### src/rtl/dma_ctrl.sv
// Single-channel memory-to-memory DMA engine behind an 8-register CPU page.
// Each byte costs RD, LAT and WR cycles; the CPU is held off through rdy for the whole transfer.
//
// state | meaning
// IDLE  | waiting for CTRL.START, register page writable
// GRANT | rdy low, bus still with the CPU so it can freeze
// RD    | DMA drives SRC onto the bus for a read
// LAT   | read data returns on dma_di and is latched
// WR    | DMA drives DST and latched data with dma_we high
// FIN   | bus released, rdy still low, DONE being set
module dma_ctrl (
   input  logic        clk,
   input  logic        reset,
   input  logic        cs,
   input  logic        we,
   input  logic [2:0]  addr,
   input  logic [7:0]  din,
   output logic [7:0]  dout,
   output logic        irq,
   output logic        rdy,
   output logic        bus_own,
   output logic [15:0] dma_ab,
   output logic [7:0]  dma_do,
   output logic        dma_we,
   input  logic [7:0]  dma_di
);

   typedef enum logic [2:0] {
      S_IDLE,
      S_GRANT,
      S_RD,
      S_LAT,
      S_WR,
      S_FIN
   } state_t;

   state_t      state_q, state_d;
   logic [15:0] src_q, src_d;
   logic [15:0] dst_q, dst_d;
   logic [15:0] len_q, len_d;
   logic        irq_en_q, irq_en_d;
   logic        fill_q, fill_d;
   logic        dst_hold_q, dst_hold_d;
   logic        done_q, done_d;
   logic [7:0]  dout_q, dout_d;
   logic        rdy_q, rdy_d;
   logic        bus_own_q, bus_own_d;
   logic [15:0] dma_ab_q, dma_ab_d;
   logic [7:0]  dma_do_q, dma_do_d;
   logic        dma_we_q, dma_we_d;
   logic        reg_wr;
   logic        busy;

   assign busy = (state_q != S_IDLE);

   always_comb begin
      state_d    = state_q;
      src_d      = src_q;
      dst_d      = dst_q;
      len_d      = len_q;
      irq_en_d   = irq_en_q;
      fill_d     = fill_q;
      dst_hold_d = dst_hold_q;
      done_d     = done_q;
      dout_d     = dout_q;
      rdy_d      = rdy_q;
      bus_own_d  = bus_own_q;
      dma_ab_d   = dma_ab_q;
      dma_do_d   = dma_do_q;
      dma_we_d   = dma_we_q;

      // The register page is frozen for the whole transfer, FIN included.
      reg_wr = cs && we && (state_q == S_IDLE);
      if (reg_wr) begin
         case (addr)
            3'd0: src_d[7:0]  = din;
            3'd1: src_d[15:8] = din;
            3'd2: dst_d[7:0]  = din;
            3'd3: dst_d[15:8] = din;
            3'd4: len_d[7:0]  = din;
            3'd5: len_d[15:8] = din;
            3'd6: begin
               irq_en_d   = din[1];
               fill_d     = din[2];
               dst_hold_d = din[3];
            end
            3'd7: done_d = 1'b0;
         endcase
      end

      // DONE set is evaluated after any clear above, so set wins.
      case (state_q)
         S_IDLE: begin
            if (reg_wr && (addr == 3'd6) && din[0]) begin
               done_d = 1'b0;
               if (len_q == 16'd0) begin
                  done_d = 1'b1;
               end else begin
                  state_d = S_GRANT;
                  rdy_d   = 1'b0;
               end
            end
         end
         S_GRANT: begin
            state_d   = S_RD;
            bus_own_d = 1'b1;
            dma_ab_d  = src_q;
            dma_we_d  = 1'b0;
         end
         S_RD: begin
            state_d = S_LAT;
         end
         S_LAT: begin
            state_d  = S_WR;
            dma_do_d = dma_di;
            dma_ab_d = dst_q;
            dma_we_d = 1'b1;
         end
         S_WR: begin
            len_d    = len_q - 16'd1;
            dma_we_d = 1'b0;
            if (!fill_q) begin
               src_d = src_q + 16'd1;
            end
            if (!dst_hold_q) begin
               dst_d = dst_q + 16'd1;
            end
            if (len_q != 16'd1) begin
               state_d  = S_RD;
               dma_ab_d = src_d;
            end else begin
               state_d   = S_FIN;
               bus_own_d = 1'b0;
            end
         end
         S_FIN: begin
            done_d  = 1'b1;
            state_d = S_IDLE;
            rdy_d   = 1'b1;
         end
         default: begin
            state_d   = S_IDLE;
            rdy_d     = 1'b1;
            bus_own_d = 1'b0;
            dma_we_d  = 1'b0;
         end
      endcase

      if (cs && !we) begin
         case (addr)
            3'd0: dout_d = src_q[7:0];
            3'd1: dout_d = src_q[15:8];
            3'd2: dout_d = dst_q[7:0];
            3'd3: dout_d = dst_q[15:8];
            3'd4: dout_d = len_q[7:0];
            3'd5: dout_d = len_q[15:8];
            3'd6: dout_d = {4'b0000, dst_hold_q, fill_q, irq_en_q, 1'b0};
            3'd7: dout_d = {6'b000000, done_q, busy};
         endcase
      end
   end

   always_ff @(posedge clk) begin
      if (reset) begin
         state_q    <= S_IDLE;
         src_q      <= 16'h0000;
         dst_q      <= 16'h0000;
         len_q      <= 16'h0000;
         irq_en_q   <= 1'b0;
         fill_q     <= 1'b0;
         dst_hold_q <= 1'b0;
         done_q     <= 1'b0;
         dout_q     <= 8'h00;
         rdy_q      <= 1'b1;
         bus_own_q  <= 1'b0;
         dma_ab_q   <= 16'h0000;
         dma_do_q   <= 8'h00;
         dma_we_q   <= 1'b0;
      end else begin
         state_q    <= state_d;
         src_q      <= src_d;
         dst_q      <= dst_d;
         len_q      <= len_d;
         irq_en_q   <= irq_en_d;
         fill_q     <= fill_d;
         dst_hold_q <= dst_hold_d;
         done_q     <= done_d;
         dout_q     <= dout_d;
         rdy_q      <= rdy_d;
         bus_own_q  <= bus_own_d;
         dma_ab_q   <= dma_ab_d;
         dma_do_q   <= dma_do_d;
         dma_we_q   <= dma_we_d;
      end
   end

   assign dout    = dout_q;
   assign irq     = done_q & irq_en_q;
   assign rdy     = rdy_q;
   assign bus_own = bus_own_q;
   assign dma_ab  = dma_ab_q;
   assign dma_do  = dma_do_q;
   assign dma_we  = dma_we_q;

endmodule
### config.mk
export PLATFORM = sky130hd
export DESIGN_NAME = dma_ctrl
export DESIGN_NICKNAME = d
export VERILOG_FILES = /design/src/rtl/dma_ctrl.sv
export SDC_FILE = /design/constraint.sdc
export NUM_CORES = 1
export LEC_CHECK = 0
export ABC_AREA = 0
export CORE_MARGIN = 2
export CORE_UTILIZATION = 55
export CTS_BUF_LIST = sky130_fd_sc_hd__clkbuf_16
export CTS_CLUSTER_DIAMETER = 150
export CTS_CLUSTER_SIZE = 24
export DETAILED_ROUTE_END_ITERATION = 10
export GPL_TIMING_DRIVEN = 0
export PLACE_DENSITY = 0.78
export SLEW_MARGIN = 20
export SYNTH_ARGS = -nofsm -noshare
export SYNTH_HDL_FRONTEND = slang
export SYNTH_SLANG_ARGS = --single-unit
### constraint.sdc
create_clock -name clk -period 6.15 [get_ports clk]
set_input_delay 1.23 -clock clk [delete_from_list [all_inputs] [get_ports clk]]
set_output_delay 1.23 -clock clk [all_outputs]
set_load 0.005 [all_outputs]
==> impl_metrics.yaml <==
run_status:
  status: "finished, final reports clean"
placed_design:
  post_dp_cell_area_mm2: 0.006192
  gp_congestion: 1.050
  dp_hpwl_um: 15600
  detailedPlace.worstSlack_ps: 2192
  dp.cells: 902
  io_buffers: 57
drt:
  wl_per_cell_um: 23.21
  drc: 0
  via_per_inst: 6.913
  vias: 6339
  drt_iter0_drc: 860
  drt-total-wl_um: 21280
  drtAntennaViolNets: 0
  dr.pass1.iters: 8
floorplanning:
  die_w_um: 103.6
  die_area_mm2: 0.01073
  rows: 36
  num_io_pins: 59
  coreArea_mm2: 0.009684
  die_h_um: 103.6
  start_util_pct: 56.33
finish:
  drive_above_1_share_pct: 6.760
  diodes: 0
  area_growth_pct: 19.17
  nNetsFinal: 807
  stdcell_area_mm2: 0.006501
  final_cells: 917
  utilization_pct: 67.13
clock_network:
  cts_root_buf: "clkbuf_16"
  cts_tree: "built"
  numCtsBuffers: 9
  cts_sinks: 90
  cts.repair.resized: 0
  clk_pin_slew_ps: 70
  holdBufCountCts: 0
  clk_latency_ps: 360
  cts_buffer_depth: 2
  cts.htree.levels: 3
  cts_setup_buffers: 0
timing:
  maxClockFrequency_mhz: 263.7
  setup_slack_ps: 2357
  relSlewSlack_pct: 30.76
  rsz0062_at_grt: "false"
  slew_viol_final: 0
  min_period_ps: 3793
  finalCritPeriodShare_pct: 61.67
  skew_ps: 9.084
  hold_ws_ps: 459.2
  setup_tns_ps: 0
  worstMarginPinSlew_ps: 1024
  setup_viol: 0
  hold_viol: 0
synthesis:
  ys_seq_area_share_pct: 33.03
  async_flop_share_pct: 0
  synth_cell_types: 70
  synthFlopType: "dfxtp_1"
  syn_avg_cell_area_um2: 7.662
  ys_ff_latch: 90
  synth_fp_nets: 739
  synth.cell_area_mm2: 0.005455
  synthCells: 712
  synth_warnings: 0
  synth_edf_count: 0
power_and_ir_drop:
  power_density_mw_per_mm2: 202.4
  clockPowerShare_pct: 45.3
  combPwrFrac_pct: 9.0
  switchingPower_mw: 0.3299
  swShare_pct: 25.07
  irDropWorstVdd_mv: 0.1407
  p_seq_share_pct: 45.6
  p_int_mw: 0.9861
  p_total_mw: 1.316
  leakagePower_nw: 2.070
setup_path:
  critical_path_class: "input port to register"
  required_ps: 6420
  endpoint_kind: "register"
  worstPathArrival_ps: 4060
  startpoint_type: "input port"
  crit_fanout: 10
min_path:
  hold_path.class: "register to register"
grt:
  grt_antenna_before_repair: 0
  grt_max_degree: 15
  grt_pass1_vias: 5804
  grtUsageTotal_pct: 38.81
  grt_pass1_wl_um: 32350
  grt-ovfl-total: 0
job:
  maxCapViolCount: 0
[cell usage after synthesis (all sizes together) (7+ instances only)]
library cell	count	area [um^2]
a21oi	81	405.4
nand2b	9	56.30
o211ai	16	120.1
o221ai	8	70.07
dfxtp	90	1802
o21ai	19	95.09
buf	15	76.32
mux2i	17	170.2
a22oi	7	52.55
nand3	34	170.2
a221oi	8	70.07
nor2b	12	75.07
nor3	21	105.1
mux2	9	105.1
nor4	13	115.1
o22ai	10	68.81
clkbuf	41	153.9
nor2	64	245.2
nand4	16	100.1
a211oi	12	90.09
nand2	81	304.0
inv	11	41.29
a31oi	19	118.9
[final timing paths]
path                         from                      end  slack, ps  depth (start not counted)
min          dout[0]$_SDFFE_PP0P_     dout[0]$_SDFFE_PP0P_        460                          2
min reg2reg  dout[0]$_SDFFE_PP0P_     dout[0]$_SDFFE_PP0P_        460                          2
max                       addr[0]   dma_ab[4]$_SDFFE_PP0P_       2360                          7
max reg2reg   src_q[0]$_SDFF_PP0_  dma_ab[11]$_SDFFE_PP0P_       3360                          6
[layout by cell type, fill, tap and decap left out, types with 4 or more instances in the layout]
cell type	count
a2111oi_0	5
a211oi_1	12
a21o_1	5
a21oi_1	81
a221oi_1	8
a22oi_1	7
a2bb2oi_1	5
a311oi_1	5
a31oi_1	19
and3_1	6
buf_1	4
buf_2	10
clkbuf_1	41
clkbuf_16	9
clkdlybuf4s50_1	57
clkinv_1	4
dfxtp_1	90
ha_1	4
inv_1	12
mux2_2	8
mux2i_1	17
nand2_1	81
nand2b_1	9
nand3_1	34
nand4_1	16
nor2_1	62
nor2b_1	12
nor3_1	21
nor4_1	9
o211ai_1	16
o21ai_0	19
o221a_2	4
o221ai_1	8
o22ai_1	9
o311ai_0	5
or3_1	6
xor2_1	5
[state kept, by name, indices dropped and copies added, names as in the netlist]
register,flops
bus_own,1
dma_ab,16
dma_do,8
dma_we,1
done_q,1
dout,8
dst_hold_q,1
dst_q,16
fill_q,1
irq_en_q,1
len_q,16
rdy,1
src_q,16
state_q,3
[layer usage]
layer  share of wire, %  GRT usage, %  up-vias  wire length, um
li1                   -             -     2814                -
met4                5.4         23.26        0             1150
met3                 11         6.230      109             2395
met1                 39         50.30     2949             8203
met5                  0             0        -                0
met2                 45         60.97      467             9534
[area by class of cell]
cell class / count / area [um^2]
multi-input cells: 552 / 3371
fillers: 848 / 3183
flip-flops and latches: 90 / 1802
repair buffers: 57 / 570.5
plain buffers: 56 / 230.2
clock buffers: 9 / 225.2
well taps: 133 / 166.4
clock inverters: 6 / 83.83
inverters: 14 / 52.55
[critical path, stage by stage]
cell and delay (ps):
clkdlybuf4s50_1 500, clkbuf_1 290, nor4_1 850, a21oi_1 170, a2111oi_0 610, a221oi_1 150
a211oi_1 260
[cell families after synthesis]
group,share of synthesized area [%]
adder cells (fa/ha/maj),0.9175
AO/OA/AOI/OAI,27.59
buffers and inverters,5.183
AND/OR/NAND/NOR,26.95
multiplexers,5.046
flip-flops,33.03
XOR/XNOR,1.284
[power groups by stage]
stage	clock [mW]	sequential (mW)	combinational [mW]
after detailed placement	0	0.613	0.115
after global routing	0.610	0.601	0.125
after CTS	0.593	0.600	0.115
after global placement	0	0.613	0.114
final	0.597	0.600	0.119
after floorplan	0	0.610	0.0602
Note: power is estimated with default switching activity, not from simulation.
==> edit 1: new RTL, config.mk and constraints unchanged <==
`dout_q` no longer has a reset.
--- a/src/rtl/dma_ctrl.sv
+++ b/src/rtl/dma_ctrl.sv
@@ -172,3 +172,2 @@
          done_q     <= 1'b0;
-         dout_q     <= 8'h00;
          rdy_q      <= 1'b1;
@@ -187,3 +186,2 @@
          done_q     <= done_d;
-         dout_q     <= dout_d;
          rdy_q      <= rdy_d;
@@ -196,2 +194,6 @@
 
+   always_ff @(posedge clk) begin
+      dout_q <= dout_d;
+   end
+
    assign dout    = dout_q;
Formal check against the unedited RTL: differs if reset is asserted again (counterexample within 4 cycles, from zero or initial values and one cycle with reset high); with reset held inactive, the same outputs for 4 cycles.
==> edit 1 against the unedited design <==
Cell area grew 1.3%. Cell count shrank 4.4%. Setup slack gained 0.43 ns. Sequential cell count is the same. Critical path type unchanged. Synthesized area grew 1.6%. Wire length shrank 4.0%. Register-to-register slack gained 0.21 ns. Global-route usage shrank 1.3 points. Power grew 1.0%. Via count shrank 5.2%. Critical path depth is the same.
==> edit 1: results (changes against the unedited design) <==
- Status: complete, no violations
- Port Buf Inserts: 56 (-1.8%)
- Register area share after synthesis: 33.96% (+0.93 points)
- PD cells: 201.8 nW/um^2 (-0.29%)
- Final Net Count: 766 (-5.1%)
- Share of cells above drive strength 1: 10.08% (+3.3 points)
- Routed wire length per instance: 23.30 microns (+0.39%)
- Global-route met3 utilization: 9.211% (+3.0 points)
- M1 wire length: 7937 microns (-3.2%)
- Number of fill cells: 852 (+0.47%)
- Syn_nets: 699 (-5.4%)
- Fraction of registers with async set/reset: 0% (unchanged)
- M1 GR Usage: 49.96% (-0.33 points)
- Post-synth cell types: 73 (+4.3%)
- Post-synth EDFFs: 8 (+8)
- CP arrival: 3.57 ns (-0.49 ns)
- GR Util met2: 56.21% (-4.8 points)
- Peak VDD IR: 0.1343 mV (-4.6%)
- Met2 Routed Length: 8830 microns (-7.4%)
- Top cells by area, synth: dfxtp_1 30%, a21oi_1 5.1%, nand2_1 4.6%
- Pre-CTS setup slack: 2.498 ns (+0.3062 ns)
- Reg2reg setup slack: 3.57 ns (+0.21 ns)
- Syn Area/Cell: 8.246 sq um (+7.6%)
- Routed met3 length: 2541 microns (+6.1%)
- Yosys warns: 0 (unchanged)
- Initial detailed-routing violation count: 635 (-26%)
- Post-CTS sizing: 0 (unchanged)
- Vias in the first global route: 5515 (-5.0%)
- Post-detail-place hpwl: 15000 microns (-3.9%)
- Pre-antenna DRT Iters: 7 (-1)
- Cell count after placement: 861 (-4.5%)
- First-pass GRT wire length: 31560 microns (-2.5%)
- Leakage: 2.137 nW (+3.3%)
- GRT Util Overall: 37.54% (-1.3 points)
- Post-layout minimum cycle time: 3.361 ns (-0.4315 ns)
- Vias per cell: 6.855 (-0.83%)
- Worst Tran Pin Value: 0.9165 ns (-0.1077 ns)
- Hold Slack: 0.4592 ns (-0.00001800 ns)
- Synth cell count leaders: 82 x dfxtp_1, 68 x nand2_1, 56 x a21oi_1, 55 x nor2_1
- Worst Clk Skew: 0.01002 ns (+0.0009370 ns)
- Placer Congestion: 1.043 (-0.67%)
- Placed Area: 6269 sq um (+1.2%)
- DRC viols: 0 (unchanged)
- Final TNS setup: 0 ns (unchanged)
- Largest net degree at the start of global routing: 16 (+1)
- Via count: 6012 (-5.2%)
## edit 1: cell types whose count changed after synthesis, moves of 7 or more
cell      unedited run  this run
o21ai_0             19        38
nor2_1              62        55
mux4_2               0         8
dfxtp_1             90        82
nand2_1             81        68
o221ai_1             8         0
a21oi_1             81        56
clkbuf_1            41        30
edfxtp_1             0         8
a211oi_1            12        19
nor4_1               9        16
## edit 1: worst max-delay path, cell delays in order
cell and delay, ns:
clkdlybuf4s50_1 0.55, buf_2 0.31, or4b_1 0.59, o21ai_0 0.26, a21oi_1 0.12, a221oi_1 0.40, nor3_1 0.10
## edit 1: report_power, final
group	switching [W]	internal, W
Clock	0.000248	0.000356
Sequential	0.00000973	0.000600
Combinational	0.0000724	0.0000440
Total	0.000330	0.000999
## edit 1: path summary, 6_finish.rpt
path                     to       from  depth (start not counted)
setup / recovery  dma_ab[8]    addr[0]                          7
hold / removal    dma_do[6]  dma_do[6]                          2
setup reg to reg  dma_ab[6]   len_q[2]                          5
hold reg to reg   dma_do[6]  dma_do[6]                          2
## edit 1: kinds of logic (layout without fill, tap and decap cells)
| family | count (synthesis) | after routing | share of synthesized area, % |
|---|---|---|---|
| adders and majority gates | 4 | 4 | 0.9032 |
| muxes | 36 | 36 | 8.535 |
| DFF | 90 | 90 | 33.96 |
| buffers and inverters | 70 | 142 | 5.577 |
| and+or+nand+nor | 268 | 268 | 26.82 |
| AOI/OAI and AO/OA | 196 | 196 | 22.94 |
| xor gates and xnor gates | 8 | 8 | 1.264 |
## edit 1: cell type report
type / instances / share of cell area, %
Multi-Input combinational cell: 512 / 50.87
Sequential cell: 90 / 28.57
Timing Repair Buffer: 56 / 8.511
Buffer: 52 / 3.666
Clock buffer: 9 / 3.419
Tap cell: 133 / 2.527
Clock inverter: 7 / 1.406
Inverter: 18 / 1.026
==> edit 2: new RTL, config.mk and constraints unchanged <==
Without the edit above. Put a register stage on the output `irq`, with the module's reset. The value now appears one clock later. The other outputs are not delayed to match.
--- a/src/rtl/dma_ctrl.sv
+++ b/src/rtl/dma_ctrl.sv
@@ -197,3 +197,9 @@
    assign dout    = dout_q;
-   assign irq     = done_q & irq_en_q;
+   always_ff @(posedge clk) begin
+      if (reset) begin
+         irq <= '0;
+      end else begin
+         irq <= done_q & irq_en_q;
+      end
+   end
    assign rdy     = rdy_q;
Formal check against the unedited RTL: not equivalent (Yosys sat finds a counterexample within 4 cycles, from zero or initial values and one cycle with reset high).
==> edit 2 against the unedited design <==
Wire length fell by 1.0%. Cell area is 2.4% higher. Power grew 4.1%. First-iteration DRC count decreased by 17%. Clock skew down 0.00090 ns. Sequential power increased by 1%. Synthesized cell count is 2.4% higher. Setup slack gained 0.44 ns. Sequential cell count rose by 1. Synthesized area up 3.2%. Sequential share of layout area shrank 0.34 points. Fmax up 13%. Global-route usage is 0.76 points lower. Largest power group is now the clock network.
==> edit 2: results (changes against the unedited design) <==
- Leakage: 2.149 nW (+3.8%)
- Status: complete, no violations
- Worst Setup SP: we
- Vias in the first global route: 5824 (+0.34%)
- Pre-CTS setup slack: 2.507 ns (+0.3143 ns)
- Vias per cell: 6.759 (-2.2%)
- Seq group: 0.000606 W (+1%)
- Synth cell count leaders: 91 x dfxtp_1, 80 x a21oi_1, 70 x nand2_1, 67 x nor2_1, 47 x o21ai_0
- Post-synth cell types: 67 (-4.3%)
- M1 wire length: 8470 microns (+3.3%)
- GRT Util Overall: 38.04% (-0.76 points)
- M1 GR Usage: 51.41% (+1.1 points)
- Hold Crit Start: dout[6]
- Share of cells above drive strength 1: 7.286% (+0.53 points)
- Relative slew slack: 43.89% (+13 points)
- CP arrival: 3.56 ns (-0.50 ns)
- Number of fill cells: 857 (+1.1%)
- Slowest-stage cell, CP: nor4b_4
- GR Util met2: 57.56% (-3.4 points)
- CP delay by family, top: simple AND/OR/NAND/NOR gates
- Total power: 0.001369 W (+4.1%)
- Syn Area/Cell: 7.725 sq um (+0.83%)
- Final Net Count: 818 (+1.4%)
- Placed Area: 6309 sq um (+1.9%)
- Syn_nets: 756 (+2.3%)
- Initial detailed-routing violation count: 711 (-17%)
- Worst Clk Skew: 0.008187 ns (-0.0008971 ns)
- Cell count after placement: 913 (+1.2%)
- Internal power: 0.001038 W (+5.3%)
- Pre-antenna DRT Iters: 6 (-2)
- Port Buf Inserts: 51 (-11%)
- Routed met3 length: 2252 microns (-6.0%)
- Register area share after synthesis: 32.35% (-0.68 points)
- Met2 Routed Length: 9191 microns (-3.6%)
- Routed wire length per instance: 22.67 microns (-2.3%)
- CP peak stage delay: 0.63 ns (-0.22 ns)
- Placer Congestion: 0.9934 (-5.4%)
- First-pass GRT wire length: 32640 microns (+0.87%)
edit 2: cell count changes after synthesis, sizes merged, moves of 7 or more:
cell   change
nand2     -11
a31oi     +14
nand4      -8
nor2b      -7
inv       +10
o21ai     +28
edit 2: cell families after synthesis:
family	synth area share (%)
compound gates	28.04
buf+inv	6.265
simple gates	25.46
flops	32.35
xor+xnor	1.400
fa+ha+maj	0.8887
mux	5.599
edit 2: layout make-up:
cell class	count	area [sq um]	share of cell area, %
inverter	21	78.83	1.184
buffer	63	274.0	4.117
clock inverter	7	115.1	1.730
sequential	91	1822	27.37
timing repair buffer	51	510.5	7.671
tap	133	166.4	2.500
clock buffer	9	225.2	3.384
multi-input combinational	554	3463	52.04
edit 2: worst paths after layout:
path	slack, ns	cells past startpoint	end
setup / recovery	2.80	7	dst_q[0]
hold / removal	0.45	2	dout[6]
setup reg to reg	3.47	7	dma_ab[13]
hold reg to reg	0.45	2	dout[6]
